==> config.mk <==
export PLATFORM = sky130hd
export DESIGN_NAME = bmp_stream_src_flat
export DESIGN_NICKNAME = d
export VERILOG_FILES = /design/src/rtl/bmp_stream_src_if.sv /design/src/rtl/bmp_stream_src.sv /design/src/flat_wrapper.sv
export SDC_FILE = /design/constraint.sdc
export NUM_CORES = 1
export LEC_CHECK = 0
export ABC_AREA = 1
export BUFFER_PORTS_ARGS = -buffer_cell sky130_fd_sc_hd__buf_2
export CAP_MARGIN = 25
export CORE_ASPECT_RATIO = 0.6
export CORE_UTILIZATION = 50
export DETAILED_ROUTE_END_ITERATION = 7
export PLACE_DENSITY_LB_ADDON = 0.15
export SKIP_LAST_GASP = 1
export SLEW_MARGIN = 20
export SYNTH_ARGS = -nofsm -noshare
export SYNTH_HDL_FRONTEND = slang
export SYNTH_SLANG_ARGS = --single-unit
==> constraint.sdc <==
create_clock -name clk -period 3.1 [get_ports clk]
set_clock_uncertainty 0.2 [all_clocks]
set_input_delay 0.62 -clock clk [delete_from_list [all_inputs] [get_ports clk]]
set_output_delay 0.62 -clock clk [all_outputs]
set_load 0.01 [all_outputs]
==> src/rtl/bmp_stream_src_if.sv <==
// 8-bit AXI-stream link carrying image bytes from the frame source
// to the processing pipeline.
interface bmp_stream_src_if;
    logic       tvalid;
    logic       tready;
    logic [7:0] tdata;
    logic       tlast;

    modport master (
        output tvalid,
        output tdata,
        output tlast,
        input  tready
    );

    modport slave (
        input  tvalid,
        input  tdata,
        input  tlast,
        output tready
    );
endinterface

==> src/rtl/bmp_stream_src.sv <==
// Frame memory to AXI-stream image source: skips the header bytes and
// streams one frame per start pulse through a 2-entry credit FIFO.
module bmp_stream_src #(
    parameter int IMG_BYTES = 1786050,
    parameter int HDR_BYTES = 768,
    parameter int ADDR_W    = 22
) (
    input  logic              clk,
    input  logic              rst,
    input  logic              start,
    output logic              busy,
    output logic              done,
    output logic              mem_rd_en,
    output logic [ADDR_W-1:0] mem_addr,
    input  logic [7:0]        mem_rdata,
    bmp_stream_src_if.master  m_axis
);

    localparam logic [ADDR_W-1:0] L_IMG  = ADDR_W'(IMG_BYTES);
    localparam logic [ADDR_W-1:0] L_LAST = ADDR_W'(IMG_BYTES - 1);
    localparam logic [ADDR_W-1:0] L_HDR  = ADDR_W'(HDR_BYTES);

    typedef enum logic [1:0] {
        S_IDLE,
        S_RUN,
        S_DONE
    } state_t;

    state_t            r_state;
    logic [ADDR_W-1:0] r_rd_ptr;
    logic [ADDR_W-1:0] r_issue_cnt;
    logic [ADDR_W-1:0] r_sent_cnt;
    logic              r_inflight;
    logic [7:0]        r_fifo [2];
    logic              r_wr_sel;
    logic              r_rd_sel;
    logic [1:0]        r_count;

    logic              w_valid;
    logic              w_pop;
    logic              w_push;
    logic              w_last;
    logic [2:0]        w_used;
    logic [2:0]        w_limit;
    logic              w_rd_en;

    assign w_valid = (r_count != 2'd0);
    assign w_pop   = w_valid & m_axis.tready;
    assign w_push  = r_inflight;
    assign w_last  = (r_sent_cnt == L_LAST);

    // Credit rule: buffered + in-flight bytes never exceed two.
    assign w_used  = {1'b0, r_count} + {2'b00, r_inflight};
    assign w_limit = 3'd2 + {2'b00, w_pop};
    assign w_rd_en = (r_state == S_RUN)
                   && (r_issue_cnt < L_IMG)
                   && (w_used < w_limit);

    always_ff @(posedge clk or posedge rst) begin
        if (rst) begin
            r_state     <= S_IDLE;
            r_rd_ptr    <= '0;
            r_issue_cnt <= '0;
            r_sent_cnt  <= '0;
            r_inflight  <= 1'b0;
            r_fifo[0]   <= '0;
            r_fifo[1]   <= '0;
            r_wr_sel    <= 1'b0;
            r_rd_sel    <= 1'b0;
            r_count     <= '0;
        end else begin
            r_inflight <= w_rd_en;
            if (w_rd_en) begin
                r_rd_ptr    <= r_rd_ptr + 1'b1;
                r_issue_cnt <= r_issue_cnt + 1'b1;
            end
            if (w_push) begin
                r_fifo[r_wr_sel] <= mem_rdata;
                r_wr_sel         <= ~r_wr_sel;
            end
            if (w_pop) begin
                r_rd_sel   <= ~r_rd_sel;
                r_sent_cnt <= r_sent_cnt + 1'b1;
            end
            r_count <= r_count + {1'b0, w_push} - {1'b0, w_pop};

            unique case (r_state)
                S_IDLE: begin
                    if (start) begin
                        r_rd_ptr    <= L_HDR;
                        r_issue_cnt <= '0;
                        r_sent_cnt  <= '0;
                        r_state     <= S_RUN;
                    end
                end
                S_RUN: begin
                    if (w_pop && w_last)
                        r_state <= S_DONE;
                end
                S_DONE: begin
                    r_state <= S_IDLE;
                end
                default: begin
                    r_state <= S_IDLE;
                end
            endcase
        end
    end

    assign busy          = (r_state == S_RUN);
    assign done          = (r_state == S_DONE);
    assign mem_rd_en     = w_rd_en;
    assign mem_addr      = r_rd_ptr;
    assign m_axis.tvalid = w_valid;
    assign m_axis.tdata  = r_fifo[r_rd_sel];
    assign m_axis.tlast  = w_valid & w_last;

endmodule

==> src/flat_wrapper.sv <==
// flat-port wrapper written by rule: the top's interface ports become plain ports
module bmp_stream_src_flat 
#(
    parameter int IMG_BYTES = 1786050,
    parameter int HDR_BYTES = 768,
    parameter int ADDR_W    = 22
)
  (clk, rst, start, busy, done, mem_rd_en, mem_addr, mem_rdata, m_axis_tvalid, m_axis_tdata, m_axis_tlast, m_axis_tready);
  bmp_stream_src_if m_axis_i ();
  input  logic clk;
  input  logic rst;
  input  logic start;
  output logic busy;
  output logic done;
  output logic mem_rd_en;
  output logic [ADDR_W-1:0] mem_addr;
  input  logic [7:0] mem_rdata;
  output wire logic [$bits(m_axis_i.tvalid)-1:0] m_axis_tvalid;
  output wire logic [$bits(m_axis_i.tdata)-1:0] m_axis_tdata;
  output wire logic [$bits(m_axis_i.tlast)-1:0] m_axis_tlast;
  input wire logic [$bits(m_axis_i.tready)-1:0] m_axis_tready;
  assign m_axis_tvalid = m_axis_i.tvalid;
  assign m_axis_tdata = m_axis_i.tdata;
  assign m_axis_tlast = m_axis_i.tlast;
  assign m_axis_i.tready = m_axis_tready;
  bmp_stream_src #(.IMG_BYTES(IMG_BYTES), .HDR_BYTES(HDR_BYTES), .ADDR_W(ADDR_W)) u_core (.clk(clk), .rst(rst), .start(start), .busy(busy), .done(done), .mem_rd_en(mem_rd_en), .mem_addr(mem_addr), .mem_rdata(mem_rdata), .m_axis(m_axis_i));
endmodule
Word level (Yosys, flattened, before mapping)
Index checks and enable logic that the tools add are counted.

cells by class
  add/sub/neg operators = 7
  order comparisons = 5
  equal/unequal tests = 5
  multiplexer cells = 18
  bitwise logic cells = 6
  reductions and logical operators = 7

operators by type and width
  kind                                                          count
  2-to-1 mux 22 bit                                             9
  adder 22 x 1 -> 22 bit, second input constant                 3
  2-to-1 mux 8 bit                                              4
  equality test 22 x 21 -> 1 bit, second input constant         1
  less-than comparator 22 x 21 -> 1 bit, second input constant  1
  bitwise mux 16 bit                                            1
  demux 8 bit (select 1 bit)                                    1
  >= comparator 2 bit, second input constant                    2
  logical AND 1 bit                                             4
  2-to-1 mux 2 bit                                              2
  inverter 1 -> 2 bit                                           2
  one-hot mux 2 bit (2 select lines)                            1
  adder 2 x 1 -> 3 bit                                          1
  adder 2 x 1 -> 3 bit, first input constant                    1
  less-than comparator 3 bit                                    1
  adder 2 x 1 -> 2 bit                                          1
  bitwise AND 1 bit                                             2
  equality test 2 x 1 -> 1 bit, second input constant           1
  equality test 2 bit, second input constant                    1
  zero test 2 bit                                               1
  less-than comparator 2 x 1 -> 1 bit, second input constant    1
  != test 2 x 1 -> 1 bit, second input constant                 1
  != test 2 bit, second input constant                          1
  inverter 1 bit                                                2
  other kinds (3)                                               3

storage, ports and cells
  register bits = 89
  input port bits = 12
  output and inout bits = 35
  logic and storage cells = 58

Depth between registers and ports, before layout
Gate-level depths: netlist of run 1.

  depth in word-level cells = 8
  depth in mapped cells = 13
  mapped depth without buffers = 11

Worst setup path after synthesis of run 1
OpenSTA, ideal clock, no wires.

  path kind = register -> output
  start = register u_core.r_count[0]
  end = output port mem_rd_en
  arrival time = 1.429 ns
  data required time = 2.280 ns
  slack = 0.851 ns
  stages on the path, launching flop included = 9
  path buffers = 1
  cells stage by stage = dfrtp_1 ha_1 ha_1 nor2_1 nand3_1 nor2_1 nand3_1 nor2_1 buf_2

on the way
  longest elaborated chain between the ends = 5
  elaborated cells between the ends (all ways) = 6
  classes of those cells = add/sub (2); order compare (1); bitwise (1); reduce/logical (2)

RTL lines
  element                       RTL line              source
  from (decl)                   bmp_stream_src.sv:37  logic [1:0] r_count;
  from (signal assigned)        bmp_stream_src.sv:85  r_count <= r_count + {1'b0, w_push} - {1'b0, w_pop};
  nonzero test 2 bit            bmp_stream_src.sv:47  assign w_valid = (r_count != 2'd0);
  bitwise AND 1 bit             bmp_stream_src.sv:48  assign w_pop = w_valid & m_axis.tready;
  adder 2 x 1 -> 3 bit          bmp_stream_src.sv:54  assign w_limit = 3'd2 + {2'b00, w_pop};
  less-than comparator 3 bit *  bmp_stream_src.sv:57  && (w_used < w_limit);
  logical AND 1 bit *           bmp_stream_src.sv:57
  to (decl)                     flat_wrapper.sv:15    output logic mem_rd_en;

Mark *: on every way between the ends. The rest lies on a longest branch, timed or not.

Final worst setup path of run 1
Same ends and word-level chain as after synthesis.

==> results.sh, run 1 <==
export IMPL_powerDensity_mw_per_mm2=723.9
export IMPL_hold_viol_final=0
export IMPL_portBuffers=46
export IMPL_layout_common_cells="nand2_1, nor2_1, inv_1"
export IMPL_setup_viol=0
export IMPL_avgRoutedWirePerCell_um=13.16
export IMPL_cts_root_buf="clkbuf_16"
export IMPL_slew_headroom_pct=52.09
export IMPL_rows=29
export IMPL_cts_tree="done"
export IMPL_grt_pass1_wl_mm=21.68
export IMPL_yosysSeqAreaShare_pct=40.57
export IMPL_synth_area_leaders="dfrtp_1, nand2_1, nor2_1"
export IMPL_place_area_sq_mm=0.005801
export IMPL_tightest_slew_ns=0.7161
export IMPL_nNetsFinal=848
export IMPL_coreArea_sq_mm=0.01063
export IMPL_start_util_pct=51.64
export IMPL_drc=0
export IMPL_ys_ff_latch=89
export IMPL_vdd_drop_max_uv=450.0
export IMPL_cts_buffers=9
export IMPL_grt_ovfl_total=0
export IMPL_status="finished clean"
export IMPL_final_layout_size_suffix_gt1_share_pct=12.97
export IMPL_netlist_instances=786
export IMPL_stdcell_area_sq_mm=0.006090
export IMPL_antenna_found_initial=0
export IMPL_via_count=5081
export IMPL_synthArstFlopShare_pct=100.0
export IMPL_die_width_um=137.3
export IMPL_finalWorstSetupSlack_ns=0.3819
export IMPL_startpoint_type="flop"
export IMPL_dieHeight_um=83.17
export IMPL_seqPwrFrac_pct=38.7
export IMPL_cts_resized=0
export IMPL_area_growth_pct=10.92
export IMPL_r2r_setup_slack_ns=0.61
export IMPL_first_pass_iters=5
export IMPL_clk_pin_slew_ns=0.07
export IMPL_insertedDiodeCount=0
export IMPL_dieArea_sq_mm=0.01142
export IMPL_synth_largest_area_cell="dfrtp_1"
export IMPL_hold_path_class="input pin to async pin"
export IMPL_cp_arrival_ns=1.90
export IMPL_post_dp_hpwl_mm=8.905
export IMPL_routed_wirelength_mm=12.79
export IMPL_syn_area_sq_mm=0.005490
export IMPL_gp_congestion=0.9062
export IMPL_yosys_cell_types_count=32
export IMPL_grt_max_degree=59
export IMPL_htreeDepth=3
export IMPL_synth_avg_cell_area_sq_um=6.985
export IMPL_setup_tns_ns=0
export IMPL_worstSkewPairLatency_ns=0.35
export IMPL_p_leak_uw=0.003047
export IMPL_final_common_cell="nand2_1"
export IMPL_maxCapViolations=0
export IMPL_switching_share_pct=42.48
export IMPL_power_switching_uw=1873
export IMPL_post_cts_buffers=0
export IMPL_cts_sinks=89
export IMPL_drv_slew=0
export IMPL_cp_required_ns=2.28
export IMPL_rsz0062_at_grt="false"
export IMPL_synth_top_area_share_pct=40.57
export IMPL_grt_pass1_vias=4657
export IMPL_synth_edf_count=0
export IMPL_fmax_mhz=367.9
export IMPL_detail_route_vias_per_cell=5.227
export IMPL_ys_flop_type="dfrtp_1"
export IMPL_cts_hold_buffers=0
export IMPL_ios=47
export IMPL_yosysWarnings=0
export IMPL_track_usage_pct=24.10
export IMPL_antenna_left=0
export IMPL_syn_nets=806
export IMPL_clkPwrFrac_pct=24.2
export IMPL_finalCritPeriodShare_pct=87.68
export IMPL_fin_crit_ns=2.718
export IMPL_place_ws_ns=0.6213
export IMPL_crit_type="flop to output port"
export IMPL_critPathCaptureType="output port"
export IMPL_finalPower_uw=4408
export IMPL_internal_power_uw=2536
export IMPL_clk_path_buf_depth=2
export IMPL_combPwrFrac_pct=37.1
export IMPL_hold_ws_ns=0.01626
export IMPL_crit_fanout=4
export IMPL_drtIter0Drc=255
-- power by group through the flow --
stage | Combinational [uW] | Sequential [uW] | Clock, uW
2_1_floorplan | 1330 | 1660 | 0
3_3_place_gp | 1560 | 1710 | 0
3_5_place_dp | 1630 | 1720 | 0
4_1_cts | 1640 | 1700 | 1090
5_1_grt | 1860 | 1750 | 1140
6_report | 1630 | 1710 | 1070
-- worst paths after layout --
path,startpoint,to,cells after the start
hold reg to reg,u_core.r_fifo[11],u_core.r_fifo[11],2
min in group clk,u_core.r_fifo[11],u_core.r_fifo[11],2
hold / removal,rst,u_core.mem_addr[10],2
setup / recovery,u_core.r_count[0],mem_rd_en,8
max in group asynchronous,rst,u_core.r_sent_cnt[7],3
setup reg to reg,u_core.r_count[0],u_core.mem_addr[1],10
-- critical path, cell delays in order, from the launching register on --
cell and delay [ns]:
dfrtp_1 0.42, ha_1 0.21, ha_1 0.18, nor2_1 0.16, nand3_1 0.11, nor2_1 0.10, nand3_1 0.07, nor2_1 0.15
buf_2 0.16
-- Yosys cell counts (2+ instances only) --
cell,count
nand4_1,27
nor3_1,9
nor4_1,4
dfrtp_1,89
o21ai_1,2
or2_2,2
buf_2,6
a21oi_2,9
inv_1,102
nand2_1,238
xor2_1,15
buf_6,7
ha_1,8
nand3_1,52
nor2_1,113
nand2_2,12
o21ai_0,26
inv_2,2
clkbuf_1,8
nand3_2,4
a21oi_1,25
nand3b_1,10
nor2_2,6
xnor2_1,2
-- cells by family (layout without fill, tap and decap cells) --
logic type      Yosys count  count (layout)  share of synthesized area, %
simple gates            479             479                         37.94
fa+ha+maj                 8               8                         1.823
xor+xnor                 17              17                         2.712
flops                    89              89                         40.57
compound gates           64              64                         6.541
buf+inv                 129             176                         10.41
-- metal layers --
metal / vias up / share of wire (%) / GRT usage, %
met2: 141 / 44 / 36.87
met4: 0 / 0.89 / 4.795
met3: 14 / 5.1 / 5.189
met1: 2384 / 50 / 35.05
li1: 2542 / - / -
met5: - / 0 / 0
-- per-stage QoR --
| stage | utilization [%] | instances |
|---|---|---|
| 2_1_floorplan | - | 786 |
| 3_3_place_gp | 54.56 | 956 |
| 3_5_place_dp | 54.56 | 956 |
| 4_1_cts | 57.28 | 972 |
| 5_1_grt | 57.28 | 972 |
| 6_report | 57.28 | 972 |
-- sequential cells by signal, indices dropped and copies added, names as in the netlist --
name / cells
u_core.r_inflight: 1
u_core.r_state: 2
u_core.r_rd_sel: 1
u_core.r_wr_sel: 1
u_core.r_count: 2
u_core.r_sent_cnt: 22
u_core.r_fifo: 16
u_core.mem_addr: 22
u_core.r_issue_cnt: 22
-- layout make-up --
| type | instances | area (sq um) |
|---|---|---|
| multi-input combinational | 568 | 2691 |
| timing repair buffer | 55 | 310.3 |
| inverter | 105 | 397.9 |
| tap | 139 | 173.9 |
| clock buffer | 10 | 239.0 |
| fill | 999 | 4542 |
| sequential | 89 | 2227 |
| clock inverter | 6 | 50.05 |
No activity file was read; power rests on OpenSTA's default activity.
==> run 2, diff against run 1 <==
--- a/config.mk
+++ b/config.mk
@@ -5,7 +5,6 @@
 export SDC_FILE = /design/constraint.sdc
 export NUM_CORES = 1
 export LEC_CHECK = 0
-export ABC_AREA = 1
 export BUFFER_PORTS_ARGS = -buffer_cell sky130_fd_sc_hd__buf_2
 export CAP_MARGIN = 25
 export CORE_ASPECT_RATIO = 0.6
==> run 2 against run 1 <==
Combinational power shrank 19%. Via count shrank 22%. Non-clock buffer count grew 5. Total power shrank 7.2%. Cell area shrank 11%. Fmax shrank 10%. Die area shrank 14%. Wire length shrank 14%. Critical path depth shrank 2. Final cell count shrank 33%. Largest cell class unchanged.
==> results.sh, run 2 <==
export IMPL_status="finished clean"
export IMPL_avgRoutedWirePerCell_um=16.84
export IMPL_busiest_layer="met1"
export IMPL_final_common_cell="dfrtp_1"
export IMPL_use_met1_pct=38.66
export IMPL_gp_congestion=0.8974
export IMPL_r2r_setup_slack_ns=0.55
export IMPL_fin_crit_ns=3.036
export IMPL_synth_common_cells="dfrtp_1, nand2_1, nor2_1, a21oi_1, nand3_1"
export IMPL_cts_hold_buffers=0
export IMPL_start_util_pct=53.38
export IMPL_track_usage_pct=24.56
export IMPL_cts_sinks=89
export IMPL_synth_most_common_cell="dfrtp_1"
export IMPL_cts_tree="done"
export IMPL_tightest_slew_ns=0.8652
export IMPL_routed_wirelength_mm=10.98
export IMPL_synth_edf_count=0
export IMPL_maxCapViolations=0
export IMPL_grt_max_degree=53
export IMPL_htreeDepth=3
export IMPL_grt_ovfl_total=0
export IMPL_r2r_start="u_core.r_count[0]"
export IMPL_use_met3_pct=5.024
export IMPL_drv_slew=0
export IMPL_drc=0
export IMPL_area_growth_pct=15.24
export IMPL_hold_viol_final=0
export IMPL_netlist_instances=473
export IMPL_slew_headroom_pct=42.18
export IMPL_grt_pass1_wl_mm=18.79
export IMPL_finalPower_uw=4090
export IMPL_r2r_worst_path_cells=9
export IMPL_place_area_sq_mm=0.005076
export IMPL_fmax_mhz=329.4
export IMPL_drtIter0Drc=346
export IMPL_crit_type="flop to output port"
export IMPL_cp_arrival_ns=2.22
export IMPL_utilization_pct=61.51
export IMPL_setup_tns_ns=0
export IMPL_critPathCaptureType="output port"
export IMPL_setup_viol=0
export IMPL_powerDensity_mw_per_mm2=754.2
export IMPL_portBuffers=46
export IMPL_crit_fanout=7
export IMPL_clk_pin_slew_ns=0.06
export IMPL_antenna_left=0
export IMPL_yosysWarnings=0
export IMPL_ys_ff_latch=89
export IMPL_reg2reg_to="u_core.r_issue_cnt[9]"
export IMPL_grt_pass1_vias=3645
export IMPL_cts_root_buf="clkbuf_16"
export IMPL_worstSkewPairLatency_ns=0.33
export IMPL_syn_nets=493
export IMPL_yosysSeqAreaShare_pct=47.33
export IMPL_stdcell_area_sq_mm=0.005423
export IMPL_first_pass_iters=5
export IMPL_clk_path_buf_depth=2
export IMPL_cp_required_ns=2.28
export IMPL_syn_area_sq_mm=0.004706
export IMPL_dieHeight_um=77.15
export IMPL_coreArea_sq_mm=0.008816
export IMPL_dp_cells=634
export IMPL_die_width_um=127.2
export IMPL_ios=47
export IMPL_nNetsFinal=541
export IMPL_hold_path_class="input pin to async pin"
export IMPL_synth_top_area_share_pct=47.33
export IMPL_synth_largest_area_cell="dfrtp_1"
export IMPL_detail_route_vias_per_cell=6.080
export IMPL_ys_flop_type="dfrtp_1"
export IMPL_synthArstFlopShare_pct=100.0
export IMPL_layout_common_cells="dfrtp_1, buf_2, nand2_1"
export IMPL_grtUsageMet2_pct=33.96
export IMPL_vdd_drop_max_uv=461.0
export IMPL_rsz0062_at_grt="true"
export IMPL_yosys_cell_types_count=48
export IMPL_synth_avg_cell_area_sq_um=9.949
export IMPL_p_leak_uw=0.002256
export IMPL_insertedDiodeCount=0
export IMPL_cts_buffers=9
export IMPL_dieArea_sq_mm=0.009816
export IMPL_stdcell_count=652
export IMPL_antenna_found_initial=0
export IMPL_final_layout_size_suffix_gt1_share_pct=21.48
export IMPL_post_dp_hpwl_mm=7.582
export IMPL_synth_area_leaders="dfrtp_1, mux2_2, nand4_1"
export IMPL_via_count=3964
export IMPL_rows=26
export IMPL_finalCritPeriodShare_pct=97.93
export IMPL_startpoint_type="flop"
==> run 2: how the worst max path moves through the flow <==
stage	startpoint	endpoint	cells after the start
after floorplan	u_core.r_count[0]	mem_rd_en	9
after global placement	u_core.r_issue_cnt[18]	mem_rd_en	6
after detailed placement	u_core.r_issue_cnt[18]	mem_rd_en	6
after CTS	u_core.r_issue_cnt[18]	mem_rd_en	6
after global routing	u_core.r_issue_cnt[15]	mem_rd_en	6
final	u_core.r_issue_cnt[15]	mem_rd_en	6
==> run 2: cell families (layout without fill, tap and decap cells) <==
| logic type | Yosys count | in the layout | synth area share, % |
|---|---|---|---|
| buffers and inverters | 36 | 89 | 3.695 |
| adders and majority gates | 8 | 8 | 2.127 |
| xor gates and xnor gates | 21 | 21 | 3.909 |
| and+or+nand+nor | 203 | 203 | 23.85 |
| AOI/OAI and AO/OA | 87 | 87 | 12.28 |
| DFF | 89 | 89 | 47.33 |
| muxes | 29 | 29 | 6.807 |
==> run 2: critical path, cell delays in order, from the launching register on <==
cell	delay, ns
dfrtp_1	0.43
or4b_1	0.47
or3_4	0.36
a41o_2	0.30
nand2_1	0.11
inv_1	0.07
buf_2	0.14
==> run 2: power by group <==
group	switching, uW	total, uW	internal [uW]
registers	236	1630	1390
logic	726	1320	592
clock network	439	1140	702
==> run 2: cell type report <==
class,instances,area (sq um)
clock inverters,6,82.58
multi-input cells,348,2312
flip-flops and latches,89,2228
inverters,13,52.55
clock buffers,10,229.0
fillers,741,3393
repair buffers,60,360.3
well taps,126,157.7
==> run 2: repair_timing <==
item,in CTS,in global routing
endpoints found under the setup margin,0,2
resized for setup,0,2
setup buffers,0,1
==> run 2: stage by stage <==
step,setup WS [ns],hold slack [ns]
after detailed placement,0.4087,0.2773
after global placement,0.4306,0.2795
after CTS,0.03197,0.1750
after global routing,-0.04056,0.1909
final,0.06407,0.1617
after floorplan,0.5364,0.2613
==> run 2: metal layers <==
| metal | part of all wire [%] | vias to the layer above |
|---|---|---|
| met1 | 51 | 1963 |
| met3 | 5.7 | 7 |
| met4 | 0.68 | 0 |
| met2 | 42 | 118 |
| li1 | - | 1876 |
| met5 | 0 | - |
==> run 3, diff against run 2 <==
--- a/config.mk
+++ b/config.mk
@@ -5,7 +5,7 @@
 export SDC_FILE = /design/constraint.sdc
 export NUM_CORES = 1
 export LEC_CHECK = 0
-export BUFFER_PORTS_ARGS = -buffer_cell sky130_fd_sc_hd__buf_2
+export BUFFER_PORTS_ARGS = -buffer_cell sky130_fd_sc_hd__clkbuf_2
 export CAP_MARGIN = 25
 export CORE_ASPECT_RATIO = 0.6
 export CORE_UTILIZATION = 50
==> run 3 against run 2 <==
Die area unchanged. Utilization up 0.28 points. Cell area up 0.46%. Sequential share of layout area down 0.19 points. Clock-buffer cell count unchanged. Non-clock buffer count up 1. Critical path type unchanged. Largest cell class unchanged. Largest power group unchanged.
==> results.sh, run 3 (synthesis gave the netlist of run 2 again) <==
export IMPL_status="finished clean"
export IMPL_layout_common_cells="dfrtp_1, clkbuf_2, nand2_1"
export IMPL_avgRoutedWirePerCell_um=17.03
export IMPL_internal_power_uw=2609
export IMPL_cts_tree="done"
export IMPL_p_leak_uw=0.002253
export IMPL_setup_tns_ns=0
export IMPL_antenna_left=0
export IMPL_tightest_slew_ns=0.8339
export IMPL_detail_route_vias_per_cell=6.096
export IMPL_grt_max_degree=53
export IMPL_critPathCaptureType="output port"
export IMPL_power_switching_uw=1476
export IMPL_place_ws_ns=0.2754
export IMPL_portBuffers=46
export IMPL_dieArea_sq_mm=0.009816
export IMPL_cts_sinks=89
export IMPL_finalWorstSetupSlack_ns=0.09576
export IMPL_rows=26
export IMPL_seqPwrFrac_pct=40.0
export IMPL_track_usage_pct=24.21
export IMPL_die_width_um=127.2
export IMPL_start_util_pct=53.38
export IMPL_crit_type="flop to output port"
export IMPL_drtIter0Drc=409
export IMPL_powerDensity_mw_per_mm2=749.9
export IMPL_first_pass_iters=5
export IMPL_hold_viol_final=0
export IMPL_clk_path_buf_depth=2
export IMPL_maxCapViolations=0
export IMPL_finalCritPeriodShare_pct=96.91
export IMPL_cts_buffers=9
export IMPL_drv_slew=0
export IMPL_cts_root_buf="clkbuf_16"
export IMPL_coreArea_sq_mm=0.008816
export IMPL_insertedDiodeCount=0
export IMPL_clk_pin_slew_ns=0.07
export IMPL_cp_required_ns=2.28
export IMPL_dieHeight_um=77.15
export IMPL_switching_share_pct=36.13
export IMPL_grt_pass1_wl_mm=18.54
export IMPL_drc=0
export IMPL_grt_ovfl_total=0
export IMPL_nNetsFinal=542
export IMPL_routed_wirelength_mm=11.12
export IMPL_clkPwrFrac_pct=27.7
export IMPL_fin_crit_ns=3.004
export IMPL_slew_headroom_pct=44.27
export IMPL_gp_congestion=0.8964
export IMPL_ios=47
export IMPL_final_layout_size_suffix_gt1_share_pct=22.20
export IMPL_worstSkewPairLatency_ns=0.34
export IMPL_vdd_drop_max_uv=568.3
export IMPL_crit_fanout=6
export IMPL_combPwrFrac_pct=32.3
export IMPL_via_count=3981
export IMPL_area_growth_pct=15.77
export IMPL_post_dp_hpwl_mm=7.622
export IMPL_hold_path_class="input pin to async pin"
export IMPL_final_common_cell="dfrtp_1"
export IMPL_cp_arrival_ns=2.18
export IMPL_setup_viol=0
export IMPL_htreeDepth=3
export IMPL_grt_pass1_vias=3567
export IMPL_fmax_mhz=332.9
export IMPL_startpoint_type="flop"
export IMPL_antenna_found_initial=0
export IMPL_rsz0062_at_grt="false"
## run 3: cell types whose count changed in the layout (fill, tap and decap cells not counted), sizes merged
cell	change
clkbuf	+46
bufinv	-1
buf	-45
clkinv	-1
inv	+2
## run 3: area by class of cell
type	instances	area [sq um]
tap	126	157.7
clock inverter	6	65.06
sequential	89	2228
fill	728	3368
inverter	13	52.55
multi-input combinational	348	2325
timing repair buffer	61	380.4
clock buffer	10	239.0
## run 3: what timing repair did
action                                  CTS  global route
hold buffers                              0             0
gates resized for setup                   2             4
hold endpoints to repair                  0             0
endpoints found under the setup margin    1             1
gates cloned                              0             0
buffers inserted                          0             4
## run 3: worst max-delay path, stage by stage, from the launching register on
cell      delay (ns)
dfrtp_1         0.39
or4b_1          0.51
or3_4           0.37
a41o_4          0.28
nand2_4         0.11
inv_2           0.06
clkbuf_2        0.12
## run 3: final timing paths
kind | from | endpoint | slack [ns] | depth (start not counted)
max | u_core.r_issue_cnt[21] | mem_rd_en | 0.1 | 6
min | rst | u_core.r_fifo[7] | 0.14 | 2
max reg2reg | u_core.r_issue_cnt[2] | u_core.mem_addr[11] | 0.41 | 6
min reg2reg | u_core.r_wr_sel | u_core.r_wr_sel | 0.29 | 1
max in group asynchronous | rst | u_core.mem_addr[5] | 1.78 | 3
min in group clk | u_core.r_wr_sel | u_core.r_wr_sel | 0.29 | 1
## run 3: power groups by stage
| stage | clock network, uW | registers, uW | logic, uW |
|---|---|---|---|
| 6_report | 1130 | 1630 | 1320 |
| 5_1_grt | 1190 | 1670 | 1450 |
| 4_1_cts | 1140 | 1630 | 1300 |
| 3_5_place_dp | 0 | 1650 | 1280 |
| 3_3_place_gp | 0 | 1630 | 1250 |
| 2_1_floorplan | 0 | 1580 | 912 |
## run 3: metrics by stage
stage                     hold WS (ns)  utilization, %  total power [uW]  cell area [sq um]  cells
after floorplan                 0.2613               -              2488               4710    473
after global placement          0.2780           57.55              2882               5074    632
after global routing            0.1846           61.79              4306               5448    653
final                           0.1402           61.79              4085               5448    653
after detailed placement        0.2783           57.55              2929               5074    632
after CTS                       0.1491           61.08              4073               5385    648
## run 3: routing by layer
layer,share of wire (%),up-vias,global-route usage (%)
met5,0,-,0
met4,0.88,0,7.024
met3,6.3,10,5.164
met2,42,135,33.19
met1,50,1963,37.75
li1,-,1873,-
